--- src/rtl/otter_fetch_stage.sv ---
// Instruction-fetch stage and IF/ID register for the pipelined OTTER RV32I core.
// Single-outstanding request/acknowledge fetch with a one-entry skid buffer for stalls.
module otter_fetch_stage #(
    parameter logic [31:0] RESET_PC  = 32'h0000_0000,
    parameter logic [31:0] NOP_INSTR = 32'h0000_0013
) (
    input  logic        CLK,
    input  logic        RST_N,
    input  logic        STALL,
    input  logic        REDIRECT,
    input  logic [31:0] REDIRECT_PC,
    output logic        IMEM_REQ,
    output logic [31:0] IMEM_ADDR,
    input  logic        IMEM_ACK,
    input  logic [31:0] IMEM_RDATA,
    output logic        IFID_VALID,
    output logic [31:0] IFID_IR,
    output logic [31:0] IFID_PC,
    output logic [31:0] IFID_PC4
);

    typedef enum logic [1:0] {
        S_IDLE     = 2'd0,
        S_FETCH    = 2'd1,
        S_BUFFERED = 2'd2,
        S_DISCARD  = 2'd3
    } state_t;

    state_t      state_q, state_d;
    logic [31:0] pc_q, pc_d;
    logic [31:0] redir_q, redir_d;
    logic [31:0] skid_ir_q, skid_ir_d;
    logic [31:0] skid_pc_q, skid_pc_d;
    logic        ifid_valid_q, ifid_valid_d;
    logic [31:0] ifid_ir_q, ifid_ir_d;
    logic [31:0] ifid_pc_q, ifid_pc_d;
    logic [31:0] ifid_pc4_q, ifid_pc4_d;

    logic [31:0] pc_plus4;
    logic [31:0] redirect_target;

    assign pc_plus4        = pc_q + 32'd4;
    assign redirect_target = {REDIRECT_PC[31:2], 2'b00};

    always_comb begin
        state_d      = state_q;
        pc_d         = pc_q;
        redir_d      = redir_q;
        skid_ir_d    = skid_ir_q;
        skid_pc_d    = skid_pc_q;
        ifid_valid_d = ifid_valid_q;
        ifid_ir_d    = ifid_ir_q;
        ifid_pc_d    = ifid_pc_q;
        ifid_pc4_d   = ifid_pc4_q;

        if (REDIRECT) begin
            ifid_valid_d = 1'b0;
            ifid_ir_d    = NOP_INSTR;
            skid_ir_d    = NOP_INSTR;
            skid_pc_d    = 32'd0;
            unique case (state_q)
                S_FETCH: begin
                    if (IMEM_ACK) begin
                        pc_d = redirect_target;
                    end else begin
                        // The request in flight must complete before the new target is fetched.
                        redir_d = redirect_target;
                        state_d = S_DISCARD;
                    end
                end
                S_DISCARD: begin
                    if (IMEM_ACK) begin
                        pc_d    = redirect_target;
                        state_d = S_FETCH;
                    end else begin
                        redir_d = redirect_target;
                    end
                end
                default: begin
                    pc_d    = redirect_target;
                    state_d = S_FETCH;
                end
            endcase
        end else begin
            // Decode consumed the current entry; it becomes a bubble unless replaced below.
            if (!STALL) begin
                ifid_valid_d = 1'b0;
                ifid_ir_d    = NOP_INSTR;
            end
            unique case (state_q)
                S_IDLE: begin
                    state_d = S_FETCH;
                end
                S_FETCH: begin
                    if (IMEM_ACK) begin
                        pc_d = pc_plus4;
                        if (STALL) begin
                            skid_ir_d = IMEM_RDATA;
                            skid_pc_d = pc_q;
                            state_d   = S_BUFFERED;
                        end else begin
                            ifid_valid_d = 1'b1;
                            ifid_ir_d    = IMEM_RDATA;
                            ifid_pc_d    = pc_q;
                            ifid_pc4_d   = pc_plus4;
                        end
                    end
                end
                S_BUFFERED: begin
                    if (!STALL) begin
                        ifid_valid_d = 1'b1;
                        ifid_ir_d    = skid_ir_q;
                        ifid_pc_d    = skid_pc_q;
                        ifid_pc4_d   = skid_pc_q + 32'd4;
                        skid_ir_d    = NOP_INSTR;
                        skid_pc_d    = 32'd0;
                        state_d      = S_FETCH;
                    end
                end
                S_DISCARD: begin
                    if (IMEM_ACK) begin
                        pc_d    = redir_q;
                        state_d = S_FETCH;
                    end
                end
                default: begin
                    state_d = S_IDLE;
                end
            endcase
        end
    end

    always_ff @(posedge CLK or negedge RST_N) begin
        if (!RST_N) begin
            state_q      <= S_IDLE;
            pc_q         <= RESET_PC;
            redir_q      <= 32'd0;
            skid_ir_q    <= NOP_INSTR;
            skid_pc_q    <= 32'd0;
            ifid_valid_q <= 1'b0;
            ifid_ir_q    <= NOP_INSTR;
            ifid_pc_q    <= 32'd0;
            ifid_pc4_q   <= 32'd0;
        end else begin
            state_q      <= state_d;
            pc_q         <= pc_d;
            redir_q      <= redir_d;
            skid_ir_q    <= skid_ir_d;
            skid_pc_q    <= skid_pc_d;
            ifid_valid_q <= ifid_valid_d;
            ifid_ir_q    <= ifid_ir_d;
            ifid_pc_q    <= ifid_pc_d;
            ifid_pc4_q   <= ifid_pc4_d;
        end
    end

    // The address is the PC register itself, so it cannot move while a request waits.
    assign IMEM_REQ   = (state_q == S_FETCH) || (state_q == S_DISCARD);
    assign IMEM_ADDR  = pc_q;
    assign IFID_VALID = ifid_valid_q;
    assign IFID_IR    = ifid_ir_q;
    assign IFID_PC    = ifid_pc_q;
    assign IFID_PC4   = ifid_pc4_q;

endmodule

--- config.mk ---
export PLATFORM = sky130hd
export DESIGN_NAME = otter_fetch_stage
export DESIGN_NICKNAME = d
export VERILOG_FILES = /design/src/rtl/otter_fetch_stage.sv
export SDC_FILE = /design/constraint.sdc
export NUM_CORES = 1
export LEC_CHECK = 0
export ABC_AREA = 1
export CORE_ASPECT_RATIO = 1.2
export CORE_MARGIN = 5
export CORE_UTILIZATION = 40
export DETAILED_ROUTE_END_ITERATION = 10
export PLACE_DENSITY = 0.67
export SYNTH_ARGS = -nofsm -noshare
export SYNTH_HDL_FRONTEND = slang
export SYNTH_SLANG_ARGS = --single-unit
--- constraint.sdc ---
create_clock -name CLK -period 1.7 [get_ports CLK]
set_input_delay 0.255 -clock CLK [delete_from_list [all_inputs] [get_ports CLK]]
set_output_delay 0.255 -clock CLK [all_outputs]
set_load 0.005 [all_outputs]
### After elaboration in Yosys (flattened, before gate mapping)

Cells that the tools add are included.

* register bits after elaboration: 225
* output and inout bits: 130

* eq/ne operators: 12
* add/subtract/negate cells: 2
* mux-type cells: 43
* bitwise operators: 2
* reduce and logical (&&, ||, !) cells: 11

Operators by type and width (count)
* 32-bit 2-to-1 mux: 24
* 32-bit case mux with 2 select lines: 6
* 32-bit by 3-bit adder with 32-bit output (second input constant): 2
* 3-bit != test (second input constant): 5
* 2-bit 2-to-1 mux: 6
* 4-bit AND reduction: 3
* 2-bit case mux with 4 select lines: 1
* 2-bit != test (second input constant): 3
* 3-bit nonzero test: 2
* 5-bit AND reduction: 1
* 2-bit equality test (second input constant): 2
* 1-bit 2-to-1 mux: 4
* 2-bit case mux with 2 select lines: 1
* 3-bit by 2-bit != test with 1-bit output (second input constant): 1
* 3-bit AND reduction: 1
* 2-bit by 1-bit equality test with 1-bit output (second input constant): 1
* 2-bit zero test: 1
* 1-bit NOT: 2
* 1-bit case mux with 2 select lines: 1
* 2-bit nonzero test: 1
* 2-bit OR reduction: 1
* 1-bit logical OR: 1

### Longest topological paths before layout

* depth in word-level cells: 5
* depth in mapped cells: 12
* mapped depth without buffers: 12

### Worst setup path after synthesis

No wires, ideal clock.

* path type: flip-flop to flip-flop
* start: register state_q[0]
* end: register skid_pc_q[3]
* clock period less this slack: 1.799 ns
* slack: -0.099 ns
* cell stages (with the launch flop): 11
* arrival time: 1.673 ns
* path through: dfrtp_1 > inv_1 > ha_1 > buf_2 > nand2_1 > o21ai_1 > nand2_1 > nor3b_4 > buf_6 > buf_2 > a21oi_1

* cells in the longest elaborated chain, start to end: 3
* elaborated cells on any way between the ends: 9
* classes of those cells: 5 x eq/ne; 2 x mux; 2 x reduce/logical

RTL lines
* start, declared: line 29 `state_t state_q, state_d;`
* start signal, assigned: line 145 `state_q <= state_d;`
* 2-bit by 1-bit equality test with 1-bit output / 2-bit equality test (equally long branches): line 90 `unique case (state_q)`
* 3-bit != test (no source line), or another cell as far along
* 4-bit AND reduction (no source line) / 32-bit 2-to-1 mux (equally long branches)
* end signal, assigned: line 149 `skid_pc_q <= skid_pc_d;`
* end, declared: line 33 `logic [31:0] skid_pc_q, skid_pc_d;`

Several ways; a longest one is shown, not always the timed one.
A chain may end at the register's enable or synchronous reset.

### Final worst setup path

* start: register state_q[0]
* end: register skid_pc_q[6]

The elaborated chain is that of the path after synthesis.

==> results.sh <==
export IMPL_status="finished, violations left"
export IMPL_violations="negative setup slack"
export IMPL_reg2reg_from="state_q[0]"
export IMPL_path_clk_slew_ns=0.06
export IMPL_hp_class="in2reg"
export IMPL_cp_data_required_time_ns=2.16
export IMPL_drt_iter0_drc=964
export IMPL_start_util_pct=40.3
export IMPL_holdCritStartpoint="STALL"
export IMPL_finalCritPeriodShare_pct=113
export IMPL_clock_latency_ns=0.54
export IMPL_die_area_um2=34100
export IMPL_cts_tree="yes"
export IMPL_placedInstanceArea_um2=15700
export IMPL_fmax_ghz=0.522
export IMPL_cts_buffers=25
export IMPL_peakVddDrop_v=0.00119
export IMPL_port_buffers=194
export IMPL_grt_pass1_vias=13200
export IMPL_wl_met3_um=3450
export IMPL_maxCapViolCount=0
export IMPL_num_vias=13600
export IMPL_clockBufferDepth=3
export IMPL_grt_overflow_total=0
export IMPL_grt_max_degree=63
export IMPL_p_leak_nw=8.97
export IMPL_dpl_hpwl_um=32300
export IMPL_crit_path_max_fanout=8
export IMPL_wl_met2_um=24400
export IMPL_setup_viol=100
export IMPL_rows=70
export IMPL_synth_edf_count=0
export IMPL_start_kind="flip-flop"
export IMPL_route_detailed_drc=0
export IMPL_dr_pass1_iters=6
export IMPL_rr_worst_depth=11
export IMPL_htree_levels=1
export IMPL_rsz0062_at_grt="yes"
export IMPL_root_buffer="clkbuf_16"
export IMPL_r2r_end="skid_pc_q[6]"
export IMPL_finClkSkew_ns=0.0129
export IMPL_viasPerCell=5.44
export IMPL_wirelength_um=48300
export IMPL_dieWidth_um=169
export IMPL_whs_path_depth=3
export IMPL_synth_area_leaders="dfrtp_1 44%, nand2_1 18%, o21ai_0 6.3%, inv_1 4.9%, nand3_1 4.4%"
export IMPL_place_ws_ns=-0.227
export IMPL_finalHoldViolations=0
export IMPL_synth_warnings=0
export IMPL_fp_coreArea_um2=30300
export IMPL_wirelength_met1_um=17500
export IMPL_clock_sinks=219
export IMPL_ys_flop_type="dfrtp_1"
export IMPL_antenna_found_initial=0
export IMPL_setup_ws_ns=-0.214
export IMPL_yosysUniqueCellTypes=39
export IMPL_hold_end="IFID_VALID"
export IMPL_synth_top_area_cell="dfrtp_1"
export IMPL_n_fill_cell=2631
export IMPL_reg2reg_setup_slack_ns=-0.21
export IMPL_final_util_pct=62.0
export IMPL_syn_area_um2=12200
export IMPL_grt_usage_pct=26.0
export IMPL_synth_seq_cells=219
export IMPL_io_pins=199
export IMPL_top_layer="met4"
export IMPL_cp_arrival_ns=2.37
export IMPL_avgSynthCellArea_um2=7.09
export IMPL_end_kind="flip-flop"
export IMPL_fin_cells=2509
export IMPL_grt_first_pass_wirelength_um=71100
export IMPL_area_delta_synth_final_pct=53.8
export IMPL_drive_gt1_share_pct=25.4
export IMPL_critical_path_startpoint="state_q[0]"
export IMPL_finish_instance_area_um2=18800
export IMPL_synth_top_area_share_pct=43.7
export IMPL_syn_inst=1722
export IMPL_die_h_um=201
export IMPL_nets=2169
export IMPL_synthArstFlopShare_pct=100
export IMPL_ys_seq_area_share_pct=44.9
export IMPL_slew_violations=0
export IMPL_p_per_area_nw_per_um2=1960
export IMPL_drt_antenna_violating_nets=0
export IMPL_diodes=0
export IMPL_min_period_ns=1.91
export IMPL_avgRoutedWirePerCell_um=19.3
export IMPL_critPathKind="reg2reg"
export IMPL_gp_congestion=0.976
export IMPL_dp_cells=2374
[metal layers]
layer,vias up,track usage [%]
li1,6337,-
met1,6532,30.7
met2,627,44.9
met3,153,4.26
met4,0,14.2
met5,-,0
[critical path: stages, from the launching register on]
cell      delay [ns]
dfrtp_2         0.45
inv_2           0.10
ha_4            0.19
nor2_2          0.06
clkinv_2        0.06
nor2_2          0.04
nor3b_4         0.26
buf_12          0.21
buf_8           0.13
buf_8           0.12
nand4_1         0.09
o21ai_1         0.11
[cell usage in the layout, fill, tap and decap left out, drive strengths merged, types with 3 or more instances in the layout]
cell	instances
o211ai	11
nand4	30
clkbuf	45
a31oi	3
nand2	602
nor3	6
bufinv	3
a22oi	3
ha	6
dfstp	6
clkdlybuf4s50	121
dlygate4sd2	47
dfrtp	213
buf	245
clkdlybuf4s15	5
nor2	115
a221oi	29
nand3	109
dlymetal6s2s	17
xor2	13
o21ai	198
a21oi	89
inv	169
clkinv	8
[synth_stat cells (2+ instances only)]
| cell type | n |
|---|---|
| nand2_1 | 601 |
| dfrtp_1 | 213 |
| inv_1 | 161 |
| o21ai_0 | 153 |
| nand3_1 | 108 |
| nor2_1 | 107 |
| a21oi_1 | 89 |
| clkbuf_1 | 66 |
| o21ai_1 | 44 |
| nand4_1 | 30 |
| a221oi_1 | 29 |
| buf_2 | 16 |
| xor2_1 | 13 |
| buf_1 | 11 |
| o211ai_1 | 11 |
| buf_4 | 7 |
| nor2_2 | 7 |
| dfstp_2 | 6 |
| ha_1 | 6 |
| inv_2 | 6 |
| nor3_1 | 6 |
| buf_6 | 5 |
| a22oi_1 | 3 |
| a31oi_1 | 3 |
| and2_1 | 2 |
| clkinv_1 | 2 |
| o21bai_1 | 2 |
| o22ai_1 | 2 |
| o31ai_1 | 2 |
| xnor2_1 | 2 |
[state kept, by name, indices dropped and copies added, names as in the netlist]
name / cells
IFID_IR: 32
skid_ir_q: 32
IFID_PC: 31
skid_pc_q: 31
IFID_PC4: 30
IMEM_ADDR: 30
redir_q: 30
state_q: 2
IFID_VALID: 1
[worst max-delay path by stage]
stage | endpoint | slack (ns) | cells after the start
CTS | IMEM_REQ | -0.18 | 5
global route | skid_pc_q[6] | -0.28 | 11
finish | skid_pc_q[6] | -0.21 | 11
detailed placement | skid_pc_q[26] | -0.23 | 8
floorplan | skid_pc_q[26] | -0.01 | 11
global placement | skid_pc_q[26] | -0.20 | 8
[kinds of logic after synthesis]
kind of cell	after synthesis	synth area share, %
compound gates	341	15.4
buf+inv	274	9.11
flops	219	44.9
simple gates	866	28.9
other cells	1	0.0307
xor+xnor	15	1.08
fa+ha+maj	6	0.615
[timing repair]
action,in CTS,in global routing
gates resized for setup,183,262
endpoints found under the setup margin,201,200
hold buffers,1,0
cloned,10,15
pin swaps,19,69
endpoints found under the hold margin,49,0
buffers inserted,45,23
[area by class of cell]
class / instances / area (um2) / area share, %
inverter: 169 / 656 / 3.49
timing repair buffer: 449 / 4740 / 25.3
tap: 396 / 495 / 2.64
clock buffer: 33 / 696 / 3.71
sequential: 219 / 5490 / 29.3
clock inverter: 13 / 153 / 0.813
multi-input combinational: 1230 / 6540 / 34.8
[report_power, final]
group | leakage, nW | total, mW | switching, mW | internal [mW]
clock | 0.416 | 5.67 | 2.33 | 3.34
combinational | 5.78 | 21.7 | 11.6 | 10.1
sequential | 2.77 | 9.35 | 1.65 | 7.70
[metrics by stage]
stage / hold WS (ns) / total power, mW / TNS [ns]
6_report: 0.0986 / 36.7 / -8.26
4_1_cts: 0.0723 / 34.0 / -5.89
3_3_place_gp: 0.192 / 25.9 / -9.26
5_1_grt: 0.151 / 38.8 / -19.79
2_1_floorplan: -0.0406 / 17.1 / -0.379
3_5_place_dp: 0.196 / 26.3 / -15.71
Power figures use the tool's default switching activity.
